==> src/rtl/pipe_hazard_ctrl_pkg.sv <==
// Shared types and constants for the pipeline hazard controller.
// The state enum, the NOP encoding and the default register-specifier width live here.
package pipe_hazard_ctrl_pkg;

    localparam int REG_AW = 3;
    localparam logic [15:0] NOP_INSTR = 16'h0800;

    typedef enum logic [1:0] {
        RUN      = 2'd0,
        MEM_WAIT = 2'd1,
        HALTED   = 2'd2
    } state_t;

endpackage

==> src/rtl/pipe_hazard_ctrl_sat_counter.sv <==
// Saturating up-counter with asynchronous active-low reset.
// It sticks at all-ones and never wraps.
module sat_counter #(
    parameter int CNT_W = 16
) (
    input  logic             clk,
    input  logic             rst,
    input  logic             inc,
    output logic [CNT_W-1:0] count
);

    localparam logic [CNT_W-1:0] ONE = {{(CNT_W-1){1'b0}}, 1'b1};

    always_ff @(posedge clk or negedge rst) begin
        if (!rst) begin
            count <= '0;
        end else if (inc && (count != {CNT_W{1'b1}})) begin
            count <= count + ONE;
        end
    end

endmodule

==> src/rtl/pipe_hazard_ctrl.sv <==
// Pipeline sequencing controller: per-stage enables, ID/EX bubble, IF/ID squash,
// load-use detection, data-memory freeze, redirect/fetch tracking and halt latch.
module pipe_hazard_ctrl #(
    parameter int REG_AW = pipe_hazard_ctrl_pkg::REG_AW,
    parameter int CNT_W  = 16
) (
    input  logic              clk,
    input  logic              rst,
    input  logic [REG_AW-1:0] id_rs,
    input  logic [REG_AW-1:0] id_rt,
    input  logic              id_rs_used,
    input  logic              id_rt_used,
    input  logic              ex_memtoreg,
    input  logic [REG_AW-1:0] ex_dst,
    input  logic              ex_redirect,
    input  logic              imem_busy,
    input  logic              dmem_busy,
    input  logic              mem_halt,
    output logic              pc_en,
    output logic              ifid_en,
    output logic              ifid_flush,
    output logic              idex_en,
    output logic              idex_stall,
    output logic              exmem_en,
    output logic              memwb_en,
    output logic              halted,
    output logic [CNT_W-1:0]  stall_cnt,
    output logic [CNT_W-1:0]  bubble_cnt
);

    import pipe_hazard_ctrl_pkg::*;

    state_t state_reg;
    logic   redir_pend_reg;
    logic   load_use;

    assign load_use = ex_memtoreg &&
                      ((id_rs_used && (id_rs == ex_dst)) ||
                       (id_rt_used && (id_rt == ex_dst)));

    assign halted = (state_reg == HALTED);

    always_comb begin
        pc_en      = 1'b0;
        ifid_en    = 1'b0;
        ifid_flush = 1'b0;
        idex_en    = 1'b0;
        idex_stall = 1'b0;
        exmem_en   = 1'b0;
        memwb_en   = 1'b0;
        if (rst && (state_reg != HALTED) && !dmem_busy) begin
            pc_en    = 1'b1;
            ifid_en  = 1'b1;
            idex_en  = 1'b1;
            exmem_en = 1'b1;
            memwb_en = 1'b1;
            if (ex_redirect) begin
                ifid_flush = 1'b1;
                idex_stall = 1'b1;
            end else if (redir_pend_reg && !imem_busy) begin
                // Late fetch finally arrived but belongs to the wrong path.
                ifid_flush = 1'b1;
            end else if (load_use) begin
                pc_en      = 1'b0;
                ifid_en    = 1'b0;
                idex_stall = 1'b1;
            end else if (imem_busy) begin
                pc_en      = 1'b0;
                ifid_flush = 1'b1;
            end
        end
    end

    always_ff @(posedge clk or negedge rst) begin
        if (!rst) begin
            state_reg      <= RUN;
            redir_pend_reg <= 1'b0;
        end else begin
            case (state_reg)
                HALTED: state_reg <= HALTED;
                default: begin
                    if (dmem_busy) begin
                        state_reg <= MEM_WAIT;
                    end else begin
                        redir_pend_reg <= imem_busy && (redir_pend_reg || ex_redirect);
                        state_reg      <= (mem_halt && memwb_en) ? HALTED : RUN;
                    end
                end
            endcase
        end
    end

    sat_counter #(.CNT_W(CNT_W)) u_stall_cnt (
        .clk   (clk),
        .rst   (rst),
        .inc   ((state_reg != HALTED) && !pc_en),
        .count (stall_cnt)
    );

    sat_counter #(.CNT_W(CNT_W)) u_bubble_cnt (
        .clk   (clk),
        .rst   (rst),
        .inc   (idex_stall && idex_en),
        .count (bubble_cnt)
    );

endmodule

==> config.mk <==
export PLATFORM = sky130hd
export DESIGN_NAME = pipe_hazard_ctrl
export DESIGN_NICKNAME = d
export VERILOG_FILES = /design/src/rtl/pipe_hazard_ctrl_pkg.sv /design/src/rtl/pipe_hazard_ctrl_sat_counter.sv /design/src/rtl/pipe_hazard_ctrl.sv
export SDC_FILE = /design/constraint.sdc
export NUM_CORES = 1
export LEC_CHECK = 0
export ABC_AREA = 1
export CAP_MARGIN = 20
export CORE_UTILIZATION = 57
export CTS_CLUSTER_SIZE = 16
export DETAILED_ROUTE_END_ITERATION = 16
export DONT_BUFFER_PORTS = 1
export PLACE_DENSITY_LB_ADDON = 0.15
export SLEW_MARGIN = 5
export SYNTH_ARGS = -nofsm -noshare
export SYNTH_HDL_FRONTEND = slang
export SYNTH_HIERARCHICAL = 1
export SYNTH_SLANG_ARGS = --single-unit
==> constraint.sdc <==
create_clock -name clk -period 1.5 [get_ports clk]
set_input_delay 0.225 -clock clk [delete_from_list [all_inputs] [get_ports clk]]
set_output_delay 0.225 -clock clk [all_outputs]
set_load 0.01 [all_outputs]
* Yosys cells after proc, flatten, opt, wreduce, memory -nomap -nowiden
Cells that the tools add are included.
Word-level totals: word-level logic and storage cells 54, ROM bits 0, input port bits 18, output and inout port bits 40, flip-flop bits (word level) 35, memories 0, bits in writable memories 0, bits in latches 0
Cells by class: $lt $le $gt $ge 0, reductions and logical operators 18, add/sub/neg operators 2, divide/modulo/power cells 0, mux-type cells 22, multipliers 0, eq/ne operators 6, bitwise gates (word level) 2, shifts and indexed selects 0
Operator list (count):
- $add A16 B1 Y16 const B | 2
- $ne A16 B16 Y1 const B | 2
- $mux W1 | 19
- $logic_and A1 B1 Y1 | 12
- $eq A3 B3 Y1 | 2
- $mux W2 | 3
- $logic_not A1 Y1 | 3
- $eq A2 B2 Y1 const B | 1
- $logic_or A1 B1 Y1 | 2
- $ne A2 B2 Y1 const B | 1
- $not A1 Y1 | 2
- $reduce_and A2 Y1 | 1

* Logic depth before layout (Yosys ltp)
Gate-level depths: netlist of run 1.
depth after elaboration 11, mapped depth 18

* Cells and area by module
Netlist of run 1, hierarchy kept.
Modules (own cells, without submodules):
- sat_counter | instances 2, seq. area each 400.4 µm², area each 1058.5 µm², cells an instance 149
- pipe_hazard_ctrl | instances 1, seq. area each 75.1 µm², area each 354.1 µm², cells an instance 66

* Least setup slack after synthesis of run 1
Ideal clock, no wire load.
path kind register to register, from register state_reg[0], to register u_stall_cnt.count[15], slack -0.223 ns, period minus slack after synthesis 1.723 ns, arrival time 1.610 ns, buffers on the path 0, stages on the path, launching flop included 13, path through dfrtp_1 > nor2_4 > nor2_1 > nand2_1 > inv_1 > a21oi_2 > inv_1 > nor2_1 > nand2_1 > nor2_1 > nand3_1 > nand2_1 > inv_1
Between the ends: longest elaborated chain between the ends 7
Ends and longest elaborated chain:
- start: declaration | RTL line pipe_hazard_ctrl.sv:33 | state_t state_reg;
- start signal: assignment | RTL line pipe_hazard_ctrl.sv:86 | state_reg <= (mem_halt && memwb_en) ? HALTED : RUN;
- $ne A2 B2 Y1 * | RTL line pipe_hazard_ctrl.sv:51, pipe_hazard_ctrl.sv:96
- $logic_and A1 B1 Y1 (2 in series) | RTL line pipe_hazard_ctrl.sv:51 | if (rst && (state_reg != HALTED) && !dmem_busy) begin
- $mux W1 | RTL line pipe_hazard_ctrl.sv:51
- $logic_not A1 Y1 | RTL line pipe_hazard_ctrl.sv:96 | .inc ((state_reg != HALTED) && !pc_en),
- $logic_and A1 B1 Y1 * | RTL line pipe_hazard_ctrl.sv:96
- $logic_and A1 B1 Y1 * | RTL line pipe_hazard_ctrl_sat_counter.sv:17 | end else if (inc && (count != {CNT_W{1'b1}})) begin
- end signal: assignment | RTL line pipe_hazard_ctrl_sat_counter.sv:18 | count <= count + ONE;
- end: declaration | RTL line pipe_hazard_ctrl_sat_counter.sv:9 | output logic [CNT_W-1:0] count
Mark *: on every way between the ends. The rest lies on a longest branch, timed or not. A chain may end at the register's enable or synchronous reset.

* Worst setup path in the final report of run 1
from register state_reg[1], to output ifid_en
Between the ends: longest elaborated chain between the ends 4
Ends and longest elaborated chain:
- $ne A2 B2 Y1 | RTL line pipe_hazard_ctrl.sv:51
- $logic_and A1 B1 Y1 (2 in series) | RTL line pipe_hazard_ctrl.sv:51
- $mux W1 | RTL line pipe_hazard_ctrl.sv:51
- end: declaration | RTL line pipe_hazard_ctrl.sv:20 | output logic ifid_en,
No other way between the ends.

==> run metrics, run 1 <==
remaining antenna violation count=0; gpl congestion=0.794; share of the yosys chip area belonging to registers=35.4%; crit path from=state_reg[1]; starting density of the core=between 60 and 70%; Data arrival, critical path=1370 ps; wire per inst=13.3 um; Net Switching=approximately 0.0015 W; Synth Cell Area=between 2000 and 2500 um^2; Layout Nets=436; area of the multi-input gates=1500 um^2; first-pass GRT wire length=9430 um; Synth cell types=22; Port Buffer Count=0; clk_skew=6.55 ps; Net Sw Frac=a little under two fifths; RR Startpoint=state_reg[1]; DIE WIDTH=67.8 um; Final Instance Area=3200 um^2; final hold viol count=0; largest net degree at the start of global routing=36; routed vias/inst=between 5 and 6; yosys warns=6; Leak=1.59 nW; worst hold start=dmem_busy; row count=23; Final Power=around 0.0041 W; worst hold path class=in -> reg; hpwl dp=4220 um; Syn Inst Count=364; crit path launch type=flip-flop; RSZ-0062 raised after global routing=yes; most frequent cells in the layout=136 x nand2_1, 43 x buf_4, 32 x nor2_1, 30 x dfrtp_1, 28 x inv_1; fmax=628 MHz; reg-to-reg endpoint=u_bubble_cnt/count[7]; clock share of power=24.8%; io pins=58; failing checks=setup timing; Starting DRT DRC Count=between 200 and 250; Worst Reg-to-Reg Cells=10; worst slack, placed=-92.9 ps; # setup viols final=15; Period minus WS final=~1600 ps; H-tree depth=2; Total GRT Usage=a little over a quarter; initial antenna violation count=0; internal reg-to-reg setup slack=-60 ps; Synth-to-Final Area Change=29.5%; first-pass detailed-route iteration total=4; Seq pwr share=33.4%; met3 wire length=221 um; Syn Nets=384; CTS root buf=clkbuf_8; vias in the first global route=2195; Cell Pwr Density=1270 nW/um^2; Max Slew Vio Count=0; worst setup path class=reg -> out; Via Count=2419; CTS tree=built; Setup crit end kind=primary output; die area=4600 um^2; Skew-Pair Late Insertion Delay=280 ps; DRC Markers=0; status=complete, but fails checks; most common cell after layout, fill and taps aside=nand2_1; Worst Max-Slew Pin Slew=about 410 ps; relative slew slack=72.5%; syn_area_per_cell=a little under 7 um^2; Sequential Area=between 800 and 900 um^2; Sink Count=35; # diodes=0; CP Data Required Time=1270 ps; hold depth=2; uppermost layer routed=met4; dpl cell area=roughly 2900 um^2; WL met1=around 2600 um; max cap viols=0; final wirelength=6200 um; Num CTS Buffers=5; #FFs+latches synth=35; grt ovf=0; height of the chip=roughly 68 um; Setup WS post-layout=-91.8 ps; core area=roughly 4100 um^2; largest fanout on the critical path=5; ratio of cells with drive above 1 in the final layout=~32%; Worst Setup EP=ifid_en; clock tree buffer depth=2; post-route clock period utilization=106%; Fill cells=306; Max VDD drop=0.881 mV; Int Pwr=approximately 0.0026 W; Worst-path clk slew=70 ps; routed wl met2=3220 um; Comb pwr share=41.8%
==> through the flow <==
step	util, %	cells	hold WS, ps	TNS, ps
global route	78.3	467	48.5	-1710
floorplan	-	364	-70.6	-276
detailed placement	70.5	453	-69.9	-534
finish	78.3	467	46.2	-396
CTS	75.1	465	39.7	-159
global placement	70.5	453	-69.8	-183
==> worst min path at each step <==
stage / to
floorplan: redir_pend_reg
global placement: u_bubble_cnt/count[12]
detailed placement: u_bubble_cnt/count[15]
CTS: state_reg[0]
global route: state_reg[0]
finish: state_reg[0]
==> synth_stat cells <==
master     count  area [um^2]
nand2_2       10         62.6
ha_1           2         25.0
buf_4          2         15.0
a21oi_2        2         17.5
o21ai_2        4         35.0
nor2_2         6         37.5
nor3_1         1         5.00
nor2_4         9          101
nand4_1       10         62.6
nand3_1       15         75.1
nand2_1      154          578
a21oi_1        3         15.0
a2bb2oi_1      1         8.76
xor2_1         2         17.5
buf_6          4         45.0
o21ai_0       15         75.1
dfrtp_1       35          876
nand4_4        2         42.5
xnor2_1       10         87.6
inv_2          4         15.0
inv_1         37          139
nor2_1        36          135
==> repair_timing <==
item,CTS,global route
pin swaps,6,15
buffers inserted,2,1
hold buffers,2,0
setup endpoints to repair,12,38
cloned,0,1
hold endpoints to repair,35,0
resized for setup,5,38
==> cells by family after synthesis <==
logic type | share of synthesized area [%]
simple gates | 44.5
buf+inv | 8.66
flops | 35.4
xor+xnor | 4.25
compound gates | 6.13
fa+ha+maj | 1.01
==> power by group through the flow <==
stage                     sequential (W)  combinational (W)  clock (W)
after detailed placement         0.00136            0.00153          0
after global routing             0.00138            0.00187    0.00107
final                            0.00136            0.00170    0.00101
after floorplan                  0.00154           0.000722          0
after global placement           0.00136            0.00150          0
after CTS                        0.00135            0.00158    0.00102
==> metal layers <==
| metal | GRT usage, % | vias up |
|---|---|---|
| met1 | 34.6 | 1115 |
| met2 | 46.7 | 61 |
| li1 | - | 1229 |
| met5 | 0 | - |
| met4 | 9.90 | 0 |
| met3 | 4.00 | 14 |
==> worst max-delay path, stage by stage (launching register included) <==
cell     delay [ps]
dfrtp_1         380
inv_2            80
nor2_4           50
nor2_2          110
nand2_2         130
inv_4           100
buf_8           130
nand2_2          50
inv_2            60
==> layout make-up <==
class	count	share of cell area, %
Tap cell	50	1.95
Inverter	41	5.28
Clock inverter	2	1.88
Clock buffer	6	2.27
Sequential cell	35	27.6
Timing Repair Buffer	51	14.2
Multi-Input combinational cell	282	46.8
No activity file was read; power rests on OpenSTA's default activity.
==> run 2, diff against run 1 <==
Settings changed: CORE_UTILIZATION 57 to 50.
==> run metrics, run 2 (same netlist as run 1, synthesis figures left out) <==
RSZ-0062 raised after global routing=yes; worst setup path class=reg -> out; CP Data Required Time=between 1000 and 1500 ps; Setup WS post-layout=-35.8 ps; failing checks=setup timing; first-pass detailed-route iteration total=4; area of the multi-input gates=roughly 1500 um^2; Via Count=2386; Starting DRT DRC Count=86; final hold viol count=0; post-route clock period utilization=102%; row count=25; largest net degree at the start of global routing=36; first-pass GRT wire length=10100 um; most frequent cells in the layout=149 x nand2_1, 43 x buf_4, 34 x dfrtp_1, 31 x nor2_1, 28 x inv_1; worst hold path class=in -> reg; CTS tree=built; Setup crit end kind=primary output; Num CTS Buffers=5; hpwl dp=4440 um; Port Buffer Count=0; CTS root buf=clkbuf_8; grt ovf=0; critical path, cell by cell=inv_2 -> nor2_4 -> nor2_4 -> nand2_4 -> inv_4 -> buf_6 -> nand2_2 -> inv_2; starting density of the core=52.0%; remaining antenna violation count=0; Final Instance Area=around 3100 um^2; relative slew slack=76.2%; io pins=58; Max VDD drop=1.14 mV; worst slack, placed=-125 ps; highest-delay cell along the critical path=dfrtp_1; max cap viols=0; slowest stage delay, CP=370 ps; Worst-path clk slew=about 60 ps; clk_skew=about 12 ps; core area=between 4000 and 5000 um^2; most common cell after layout, fill and taps aside=nand2_1; Fill cells=439; clock tree buffer depth=2; Period minus WS final=1540 ps; height of the chip=72.3 um; H-tree depth=2; Worst Max-Slew Pin Slew=356 ps; # diodes=0; Layout Nets=434; Cell Pwr Density=1210 nW/um^2; Total GRT Usage=about 25%; Final Util=66.2%; DRC Markers=0; Skew-Pair Late Insertion Delay=~290 ps; initial antenna violation count=0; fmax=651 MHz; die area=5230 um^2; crit path launch type=flip-flop; routed vias/inst=4.95; ratio of cells with drive above 1 in the final layout=~28%; largest fanout on the critical path=5; final wirelength=6050 um; Sequential Area=877 um^2; dpl cell area=2900 um^2; # setup viols final=3; status=complete, but fails checks; vias in the first global route=2407; DIE WIDTH=approximately 72 um; Data arrival, critical path=about 1300 ps; Sink Count=35; Synth-to-Final Area Change=27.3%; Leak=around 1.5 nW; wire per inst=12.5 um; Max Slew Vio Count=0; gpl congestion=0.829
run 2: changes by cell type in the layout (fill, tap and decap cells not counted), moves of 2 or more:
cell,before,now
o21ai_0,10,13
nand2_2,21,11
nand2_4,7,4
dfrtp_1,30,34
nand2_1,136,149
dfrtp_2,5,1
a21oi_4,2,4
o21ai_1,4,2
nor2_4,9,11
a21oi_1,2,0
run 2: cell type report:
cell class	instances	share of cell area, %
Clock buffer	6	2.63
Clock inverter	2	1.11
Inverter	41	5.37
Multi-Input combinational cell	282	47.1
Sequential cell	35	27.9
Tap cell	67	2.67
Timing Repair Buffer	49	13.2
run 2: worst paths after layout:
path                                           to    startpoint  depth (start not counted)  slack (ps)
min                                  state_reg[0]     dmem_busy                          2          50
min reg2reg                          state_reg[1]  state_reg[0]                          1         530
max reg2reg                u_bubble_cnt/count[15]  state_reg[1]                         12          40
max in group asynchronous   u_bubble_cnt/count[8]           rst                          2         900
max                                       ifid_en  state_reg[1]                          8         -40
min in group asynchronous  u_bubble_cnt/count[12]           rst                          2         390
run 2: critical path: cells and delay by family, from the launching register on:
| family | cells | cell delay, ps |
|---|---|---|
| flops | 1 | 370 |
| buf+inv | 4 | 350 |
| simple gates | 4 | 310 |
run 2: stage by stage:
step | hold slack [ps] | power, W | TNS, ps | instances
6_report | 45.1 | 0.00381 | -73.8 | 482
5_1_grt | 47.6 | 0.00409 | -398 | 482
4_1_cts | 33.8 | 0.00384 | -47.8 | 481
3_5_place_dp | -69.7 | 0.00288 | -1370 | 470
3_3_place_gp | -69.9 | 0.00284 | -351 | 470
2_1_floorplan | -70.6 | 0.00227 | -276 | 364
run 2: layer usage:
metal  vias up  share of wire, %  global-route usage (%)
li1       1227                 -                       -
met4         0               3.0                    11.1
met1      1086                41                    28.0
met2        57                51                    44.9
met3        16               4.5                    5.97
met5         -                 0                       0
run 2: repair_timing:
| action | 4_1_cts | 5_1_grt |
|---|---|---|
| hold buffers | 2 | 0 |
| buffers inserted | 1 | 1 |
| hold endpoints to repair | 35 | 0 |
| endpoints found under the setup margin | 12 | 24 |
| pin swaps | 6 | 8 |
| gates resized for setup | 12 | 12 |
run 2: where the power goes:
part | internal (W) | total [W] | switching [W]
clock network | 0.000538 | 0.000891 | 0.000353
logic | 0.000681 | 0.00159 | 0.000906
registers | 0.00116 | 0.00133 | 0.000170
